**src/rtl/id_ex_stage.sv**
```systemverilog
// ID/EX pipeline register with operand forwarding from MEM/WB and load-use bubble insertion.
// Feeds the ALU operands, op code and shift amount one cycle after decode.
module id_ex_stage #(
    parameter int DW = 32,
    parameter int RW = 5
) (
    input  logic          clk,
    input  logic          rst_n,
    input  logic          id_valid,
    input  logic [DW-1:0] id_rs_data,
    input  logic [DW-1:0] id_rt_data,
    input  logic [DW-1:0] id_imm,
    input  logic [RW-1:0] id_rs,
    input  logic [RW-1:0] id_rt,
    input  logic [RW-1:0] id_rd,
    input  logic [2:0]    id_aluop,
    input  logic [4:0]    id_shamt,
    input  logic          id_alusrc,
    input  logic          id_regdst,
    input  logic          id_regwrite,
    input  logic          id_memread,
    input  logic          id_memwrite,
    input  logic          id_uses_rt,
    input  logic          flush,
    input  logic          ex_hold,
    input  logic          mem_regwrite,
    input  logic [RW-1:0] mem_rd,
    input  logic [DW-1:0] mem_result,
    input  logic          wb_regwrite,
    input  logic [RW-1:0] wb_rd,
    input  logic [DW-1:0] wb_result,
    output logic          id_stall,
    output logic [DW-1:0] alu_in1,
    output logic [DW-1:0] alu_in2,
    output logic [2:0]    alu_op,
    output logic [4:0]    alu_shamt,
    output logic [DW-1:0] ex_store_data,
    output logic [RW-1:0] ex_wreg,
    output logic          ex_valid,
    output logic          ex_regwrite,
    output logic          ex_memread,
    output logic          ex_memwrite
);

    logic [DW-1:0] rs_data_q, rt_data_q, imm_q;
    logic [RW-1:0] ex_rs, ex_rt;
    logic          alusrc_q;

    logic          load_use;
    logic          bubble;
    logic [DW-1:0] cap_rs_data, cap_rt_data;
    logic [DW-1:0] fwd_a, fwd_b;

    // NOTE: every signal written here gets a default first so no path can leave it unassigned (no latch).
    always_comb begin
        load_use = 1'b0;
        if (ex_valid && ex_memread && (ex_wreg != '0) && id_valid)
            load_use = (ex_wreg == id_rs) || (id_uses_rt && (ex_wreg == id_rt));

        // A redirect kills the decode slot, so holding it would be pointless.
        id_stall = (load_use || ex_hold) && !flush;
        bubble   = flush || (!ex_hold && load_use);

        // WB writes the register file in the same cycle decode reads it.
        cap_rs_data = id_rs_data;
        if (wb_regwrite && (wb_rd != '0) && (wb_rd == id_rs))
            cap_rs_data = wb_result;
        cap_rt_data = id_rt_data;
        if (wb_regwrite && (wb_rd != '0) && (wb_rd == id_rt))
            cap_rt_data = wb_result;

        fwd_a = rs_data_q;
        if (mem_regwrite && (mem_rd != '0) && (mem_rd == ex_rs))
            fwd_a = mem_result;
        else if (wb_regwrite && (wb_rd != '0) && (wb_rd == ex_rs))
            fwd_a = wb_result;

        fwd_b = rt_data_q;
        if (mem_regwrite && (mem_rd != '0) && (mem_rd == ex_rt))
            fwd_b = mem_result;
        else if (wb_regwrite && (wb_rd != '0) && (wb_rd == ex_rt))
            fwd_b = wb_result;

        alu_in1       = fwd_a;
        alu_in2       = alusrc_q ? imm_q : fwd_b;
        ex_store_data = fwd_b;
    end

    // NOTE: sequential state uses non-blocking assignments so all registers update from pre-edge values.
    always_ff @(posedge clk or negedge rst_n) begin
        if (!rst_n) begin
            ex_valid    <= 1'b0;
            ex_regwrite <= 1'b0;
            ex_memread  <= 1'b0;
            ex_memwrite <= 1'b0;
            rs_data_q   <= '0;
            rt_data_q   <= '0;
            imm_q       <= '0;
            ex_rs       <= '0;
            ex_rt       <= '0;
            ex_wreg     <= '0;
            alu_op      <= '0;
            alu_shamt   <= '0;
            alusrc_q    <= 1'b0;
        end else if (bubble) begin
            // Only the controls matter for a bubble; datapath contents are left as they were.
            ex_valid    <= 1'b0;
            ex_regwrite <= 1'b0;
            ex_memread  <= 1'b0;
            ex_memwrite <= 1'b0;
        end else if (!ex_hold) begin
            ex_valid    <= id_valid;
            ex_regwrite <= id_valid && id_regwrite;
            ex_memread  <= id_valid && id_memread;
            ex_memwrite <= id_valid && id_memwrite;
            rs_data_q   <= cap_rs_data;
            rt_data_q   <= cap_rt_data;
            imm_q       <= id_imm;
            ex_rs       <= id_rs;
            ex_rt       <= id_rt;
            ex_wreg     <= id_regdst ? id_rd : id_rt;
            alu_op      <= id_aluop;
            alu_shamt   <= id_shamt;
            alusrc_q    <= id_alusrc;
        end
    end

endmodule

```
**config.mk**
```make
export PLATFORM = sky130hd
export DESIGN_NAME = id_ex_stage
export DESIGN_NICKNAME = d
export VERILOG_FILES = /design/src/rtl/id_ex_stage.sv
export SDC_FILE = /design/constraint.sdc
export NUM_CORES = 1
export LEC_CHECK = 0
export CELL_PAD_IN_SITES_DETAIL_PLACEMENT = 0
export CELL_PAD_IN_SITES_GLOBAL_PLACEMENT = 2
export CORE_MARGIN = 2
export CORE_UTILIZATION = 27
export DETAILED_ROUTE_END_ITERATION = 8
export PLACE_DENSITY_LB_ADDON = 0.05
export SETUP_SLACK_MARGIN = 0.02
export SLEW_MARGIN = 10
export SYNTH_ARGS = -nofsm -noshare
export SYNTH_HDL_FRONTEND = slang
export SYNTH_SLANG_ARGS = --single-unit
```
**constraint.sdc**
```tcl
create_clock -name clk -period 4 [get_ports clk]
set_input_delay 1 -clock clk [delete_from_list [all_inputs] [get_ports clk]]
set_output_delay 1 -clock clk [all_outputs]
set_load 0.02 [all_outputs]
```
After elaboration in Yosys (flattened, before gate mapping)
Index checks and enable logic that the tools add are counted.
{ "totals": {"out_inout_bits": 114, "input_bits": 206, "register_bits": 124} }
{ "classes": {"n_eq_ne": 9, "muxes": 17, "n_bitwise": 2, "n_reduce_logical": 26} }
{ "ops": {"columns": ["operator", "n"], "rows": [
  ["32-bit two-way mux", 7],
  ["5-bit == test", 8],
  ["1-bit logical AND", 17],
  ["5-bit nonzero test", 3],
  ["1-bit two-way mux", 9],
  ["5-bit two-way mux", 1],
  ["1-bit logical OR", 3],
  ["1-bit zero test", 2],
  ["2-bit by 1-bit inequality test with 1-bit output (second input constant)", 1],
  ["1-bit inverter", 2],
  ["2-bit AND reduction", 1]
]} }

Depth between registers and ports, before layout
Gate-level depths: netlist of the first run.
{ "logic_depth": {"word_depth": 8, "depth_mapped": 8} }

Worst setup path after synthesis of the first run
No wires, ideal clock.
{ "synth_timing": {"path_type": "input to output", "from": "in wb_rd[1]", "to": "out alu_in2[10]", "t_arrival_ns": 2.940, "stages": 8, "setup_slack_ns": 0.060, "required_time_ns": 3.000, "cell_sequence": "buf_2 > or4_4 > o21a_1 > nand3_1 > buf_6 > buf_8 > mux2i_1 > a221oi_1"} }
{ "synth_via": {"elab_chain_cells": 6, "elab_cells_between_ends": 7, "cone_classes": "eq/ne: 1; mux: 3; reduce/logical: 3"} }
{ "synth_rtl": {"columns": ["element", "line", "text"], "rows": [
  ["from (decl)", "30", "input logic [RW-1:0] wb_rd,"],
  ["5-bit nonzero test", "81", "else if (wb_regwrite && (wb_rd != '0) && (wb_rd == ex_rt))"],
  ["1-bit logical AND", "81", null],
  ["1-bit logical AND *", "81", null],
  ["32-bit two-way mux *", "81", null],
  ["32-bit two-way mux *", "79", "if (mem_regwrite && (mem_rd != '0) && (mem_rd == ex_rt))"],
  ["32-bit two-way mux *", "85", "alu_in2 = alusrc_q ? imm_q : fwd_b;"],
  ["to (decl)", "34", "output logic [DW-1:0] alu_in2,"]
]} }
Mark *: on every way between the ends. The rest lies on a longest branch, timed or not.

Worst setup path after layout of the first run
{ "layout_timing": {"from": "in wb_rd[0]", "to": "out ex_store_data[12]"} }
{ "layout_via": {"elab_chain_cells": 5, "elab_cells_between_ends": 6, "cone_classes": "eq/ne: 1; mux: 2; reduce/logical: 3"} }
{ "layout_rtl": {"columns": ["element", "line", "text"], "rows": [
  ["5-bit nonzero test", "81", null],
  ["1-bit logical AND", "81", null],
  ["1-bit logical AND *", "81", null],
  ["32-bit two-way mux *", "81", null],
  ["32-bit two-way mux *", "79", null],
  ["to (decl)", "37", "output logic [DW-1:0] ex_store_data,"]
]} }
Marked as above.

==> reports/metrics.yaml, run 1 <==
syn_to_final_growth_pct: 63.7
hold_class: "flip-flop to flip-flop"
synth_nets: 946
first_global_vias: 7376
grt_max_degree: 65
hold_viol_final: 0
power_leakage_nw: 5.24
synthAdderAreaFrac_pct: 0
yosys-mux-area-fraction_pct: 34.4
antenna_found_initial: 1
reg2reg_depth: 6
start_util_pct: 27.3
numCtsBuffers: 17
synth.top_cell.area_share_pct: 38.6
critPathKind: "primary input to output port"
yosys_warnings: 0
rsz0062_at_grt: "true"
die_x_um: 177
clk_pin_slew_ns: 0.06
max_freq_mhz: 250
cts.path.max_buffers: 2
die_area_sq_um: 31200
synth_xor_area_share_pct: 4.36
vias: 7042
routed_wl_mm: 30.3
synthSimpleGateAreaFrac_pct: 6.99
cp-end-kind: "output port"
drt_iter0_markers: 179
setup_viol_count_final: 0
final-max-slew-violation-count: 0
grt_overflow_total: 0
synth_top_family_by_area: "multiplexers"
drive_gt1_share_pct: 37.0
yosysSeqAreaShare_pct: 38.6
core_sq_um: 29500
cts_tree: "built"
synth_cell_type_count: 35
synth-edff-count: 0
drc_errors: 0
rows: 63
fin_setup_tns_ns: 0
async_flop_share_pct: 100
ys_ff_latch: 124
ir_drop_mv: 0.244
ctsHoldBuffers: 0
io_pins: 320
path_max_fanout: 9
worstPathRequired_ns: 3.00
timing.final.crit_share_pct: 99.8
die_h_um: 177
status: "complete, no violations"
grt_pass1_wl_mm: 44.9
ant_nets: 0
synth_area_leader_cell: "dfrtp_1"
grt_usage_pct: 19.1
syn_inst: 740
hold_depth: 1
routedWlPerCell_um: 20.0
worst_pin_slew_ns: 1.09
synth_area_sq_um: 8040
numPlacedInstances: 1452
fin_crit_ns: 3.99
postSynthAreaPerCell_sq_um: 10.9
dpl.hpwl_mm: 21.0
place.port_buffers: 319
htreeDepth: 4
insertion_delay_ns: 0.41
ys.flop_type: "dfrtp_1"
synth_compound_area_share_pct: 10.0
fillers: 2891
cts-root-buf: "clkbuf_16"
start_kind: "primary input"
max_cap_violations: 0
gp_congestion: 0.740
cts_sinks: 124
first_pass_iters: 4
via_per_inst: 4.66
powerDensity_nw_per_um2: 391
nets: 1311
synth_area_leaders: "dfrtp_1 39%, mux2_2 18%, mux2_1 8.4%"
cp_data_arrival_time_ns: 2.99
stdcell_count: 1510
fin_skew_ns: 0.0131
relSlewSlack_pct: 25.6
metrics by stage:
step                hold WS, ns  instance area, sq um  setup WS (ns)  power [mW]  utilization (%)
finish                    0.504                 13200        0.00690        5.15             44.6
global route              0.513                 13200        -0.0665        5.42             44.6
CTS                       0.509                 13100        -0.0883        5.21             44.3
floorplan                 0.480                  8040         0.0596        2.48                -
global placement          0.488                 12100         -0.700        3.47             41.1
detailed placement        0.488                 12100         -0.695        3.47             41.1
cells in the final DEF, fill, tap and decap left out, drive strengths merged, types with 2 or more instances in the layout:
master,netlist,layout
nand3,7,7
diode,0,2
a21oi,34,34
or4,2,2
inv,34,37
mux2i,64,64
nor2,36,36
bufinv,0,4
mux2,189,189
buf,32,138
clkinvlp,0,4
clkbuf,26,49
dlygate4sd2,0,5
xor2,19,19
o21a,2,2
dlymetal6s2s,0,2
a22o,3,3
nor4,3,3
xnor2,21,21
clkdlybuf4s15,0,18
nand2,34,34
clkdlybuf4s50,0,211
nor3,36,36
dfrtp,124,124
o21ai,33,33
a221oi,32,32
worst max-delay path, stage by stage:
cell           delay, ns
buf_2               0.12
or4_4               0.54
o21a_4              0.23
nand3_4             0.15
buf_12              0.22
mux2i_2             0.27
a21oi_1             0.12
dlygate4sd2_1       0.33
Yosys cell counts, drive strengths merged, types with 2 or more instances:
library cell and count:
xor2 19, nor4 3, nor3 36, or4 2
dfrtp 124, nor2 36, a221oi 32, nand3 7
nand2 34, clkbuf 26, mux2i 64, inv 34
o21a 2, mux2 189, buf 32, a22o 3
xnor2 21, o21ai 33, a21oi 34
area by class of cell:
type | count | area (sq um) | area share, %
multi-input cells | 524 | 4910 | 37.3
diodes | 2 | 5.00 | 0.0380
clock buffers | 20 | 457 | 3.47
well taps | 390 | 488 | 3.71
clock inverters | 12 | 185 | 1.41
inverters | 34 | 128 | 0.970
repair buffers | 404 | 3880 | 29.5
flip-flops and latches | 124 | 3100 | 23.6
logic make-up after synthesis:
group	count (synthesis)
multiplexers	253
AND/OR/NAND/NOR	122
XOR/XNOR	40
buffers and inverters	92
flip-flops	124
AO/OA/AOI/OAI	109
power breakdown:
group	internal (mW)	switching (mW)
clock network	1.08	0.628
logic	0.940	0.913
registers	1.44	0.139
flip-flops by register name, indices dropped and copies added, names as in the netlist:
signal and cells:
ex_regwrite 1, ex_rt 5, rs_data_q 32, alu_op 3
alu_shamt 5, imm_q 32, ex_rs 5, ex_wreg 5
rt_data_q 32, ex_valid 1, alusrc_q 1, ex_memread 1
ex_memwrite 1
final timing paths:
check	slack, ns	startpoint	endpoint
worst max-delay path	0.007	wb_rd[0]	ex_store_data[12]
worst min register to register	0.50	alu_op[2]	alu_op[2]
worst min-delay path	0.50	alu_op[2]	alu_op[2]
worst max register to register	1.75	ex_wreg[3]	ex_memwrite
max in group asynchronous	2.67	rst_n	imm_q[11]
min in group asynchronous	0.58	rst_n	alu_shamt[1]
layer usage:
metal	track usage, %	vias to the layer above	wire, um
met5	0	-	0
met4	4.17	0	385
met3	6.14	18	2100
met1	23.2	3404	13000
met2	32.8	209	14700
li1	-	3411	-
repair_timing:
action                                  in CTS  in global routing
setup buffers                                9                 10
pin swaps                                   12                  7
endpoints found under the setup margin      96                 79
gates cloned                                 4                  2
resized for setup                          357                114
Note: power is estimated with default switching activity, not from simulation.
==> run 2: changes to the inputs <==
--- a/config.mk
+++ b/config.mk
@@ -12,6 +12,7 @@
 export DETAILED_ROUTE_END_ITERATION = 8
 export PLACE_DENSITY_LB_ADDON = 0.05
 export SETUP_SLACK_MARGIN = 0.02
+export SKIP_CTS_REPAIR_TIMING = 1
 export SLEW_MARGIN = 10
 export SYNTH_ARGS = -nofsm -noshare
 export SYNTH_HDL_FRONTEND = slang
==> run 2 against run 1 <==
Effect of this change:
- critical path depth unchanged
- combinational power about the same
- wire length decreased by 1.3%
- fmax increased by 1.9%
- setup slack improved by 0.074 ns
- die area unchanged
- sequential power about the same
- clock skew increased by 0.0018 ns
- utilization decreased by 0.29 points
- non-clock buffer count decreased by 15
- highest routed layer unchanged
- register-to-register slack about the same
- sequential cell count unchanged
==> reports/metrics.yaml, run 2 (synthesis results as in run 1) <==
cpMostUsedCell: "dlymetal6s2s_1"
layout_commonest_cell: "clkdlybuf4s50_1"
die_h_um: 177
fin_skew_ns: 0.0148
hold_class: "flip-flop to flip-flop"
die_x_um: 177
grt_max_degree: 65
worstPathRequired_ns: 3.00
fillers: 2877
grt_usage_pct: 18.5
r2r-end: "ex_regwrite"
nets: 1296
grt_pass1_wl_mm: 43.7
gp_congestion: 0.740
max_freq_mhz: 255
grt_overflow_total: 0
relSlewSlack_pct: 24.8
status: "complete, no violations"
top_regs: "imm_q x32, rs_data_q x32, rt_data_q x32"
place.port_buffers: 319
critPathKind: "primary input to output port"
start_util_pct: 27.3
path_buf_inv: 3
timing.final.crit_share_pct: 98.0
syn_to_final_growth_pct: 62.6
cp-startpoint: "wb_rd[1]"
layout_common_cells: "213 x clkdlybuf4s50_1, 129 x mux2_2, 123 x dfrtp_1"
htreeDepth: 4
clk_pin_slew_ns: 0.06
p_int_mw: 3.47
gr-usage-met2_pct: 31.7
routed_wl_mm: 29.9
worst_pin_slew_ns: 1.10
numPlacedInstances: 1452
hold_depth: 1
final-max-slew-violation-count: 0
crit_family: "simple AND/OR/NAND/NOR gates"
dpl.hpwl_mm: 21.0
numCtsBuffers: 17
p_seq_share_pct: 30.8
crit_chain: "dlymetal6s2s_1 -> or4_4 -> o21a_4 -> nand3_4 -> clkbuf_16 -> mux2i_2 -> a21oi_1 -> dlymetal6s2s_1"
final_util_pct: 44.4
power_frac_comb_pct: 35.8
drive_gt1_share_pct: 31.7
first_pass_iters: 4
core_sq_um: 29500
clockPowerShare_pct: 33.5
cts.path.max_buffers: 2
antenna_found_initial: 3
via_per_inst: 4.65
cp_data_arrival_time_ns: 2.92
stdcell_count: 1497
cts_sinks: 124
switchingPower_mw: 1.66
powerDensity_nw_per_um2: 392
critical_path.slowest_cell: "or4_4"
hold_viol_final: 0
power_leakage_nw: 5.55
start_kind: "primary input"
io_pins: 320
first_global_vias: 7361
cts_tree: "built"
cpPeakStageDelay_ns: 0.54
setup_viol_count_final: 0
max_cap_violations: 0
die_area_sq_um: 31200
met1_usage_pct: 22.5
cts-root-buf: "clkbuf_16"
fin_crit_ns: 3.92
ff2ff_setup_slack_ns: 1.75
drc_errors: 0
use_met3_pct: 6.16
rows: 63
min_from: "alu_op[2]"
insertion_delay_ns: 0.42
timing.rr.start: "ex_wreg[3]"
ant_nets: 0
whs_endpoint: "alu_op[2]"
drt_iter0_markers: 202
swShare_pct: 32.4
vias: 6957
routedWlPerCell_um: 19.9
rsz0062_at_grt: "true"
path_max_fanout: 8
reg2reg_depth: 6
cp-end-kind: "output port"
power_mw: 5.13
ir_drop_mv: 0.245
grt.busiest_layer: "met2"
run 2: metal layers:
layer	wire [um]	vias to the layer above
li1	-	3378
met1	13000	3368
met2	14400	198
met3	2140	13
met4	295	0
met5	0	-
run 2: worst max-delay path by stage:
stage                             end  slack, ns  depth (start not counted)
global route        ex_store_data[23]      -0.01                          8
floorplan                 alu_in2[10]       0.06                          8
detailed placement        alu_in2[31]      -0.70                          7
global placement           alu_in2[1]      -0.70                          8
CTS                        alu_in2[1]      -0.71                          8
finish              ex_store_data[23]       0.08                          8
run 2: stage by stage:
step	hold WS, ns	instance area [sq um]	setup WS (ns)	setup TNS [ns]
2_1_floorplan	0.480	8040	0.0596	0
3_3_place_gp	0.488	12100	-0.700	-55.23
3_5_place_dp	0.488	12100	-0.695	-55.89
4_1_cts	0.509	12700	-0.711	-56.53
5_1_grt	0.513	13100	-0.0150	-0.0345
6_report	0.505	13100	0.0804	0
run 2: power by group through the flow:
stage / sequential (mW) / clock [mW] / combinational (mW)
detailed placement: 1.59 / 0 / 1.88
global route: 1.60 / 1.83 / 1.97
global placement: 1.58 / 0 / 1.88
CTS: 1.57 / 1.78 / 1.89
finish: 1.58 / 1.72 / 1.83
floorplan: 1.58 / 0 / 0.907
run 2: worst register-to-register path, cell delays in order (launching register included):
cell	delay, ns
dfrtp_1	0.46
xnor2_1	0.17
nand4_1	0.08
o22ai_1	0.12
buf_4	0.17
a2111oi_0	0.92
a22o_1	0.27
run 2: area by class of cell:
type / count / area, sq um / area share [%]
multi-input combinational: 524 / 4810 / 36.8
tap: 390 / 488 / 3.73
clock buffer: 20 / 457 / 3.49
antenna: 4 / 10.0 / 0.0766
clock inverter: 12 / 185 / 1.42
inverter: 34 / 128 / 0.976
timing repair buffer: 389 / 3890 / 29.7
sequential: 124 / 3100 / 23.7
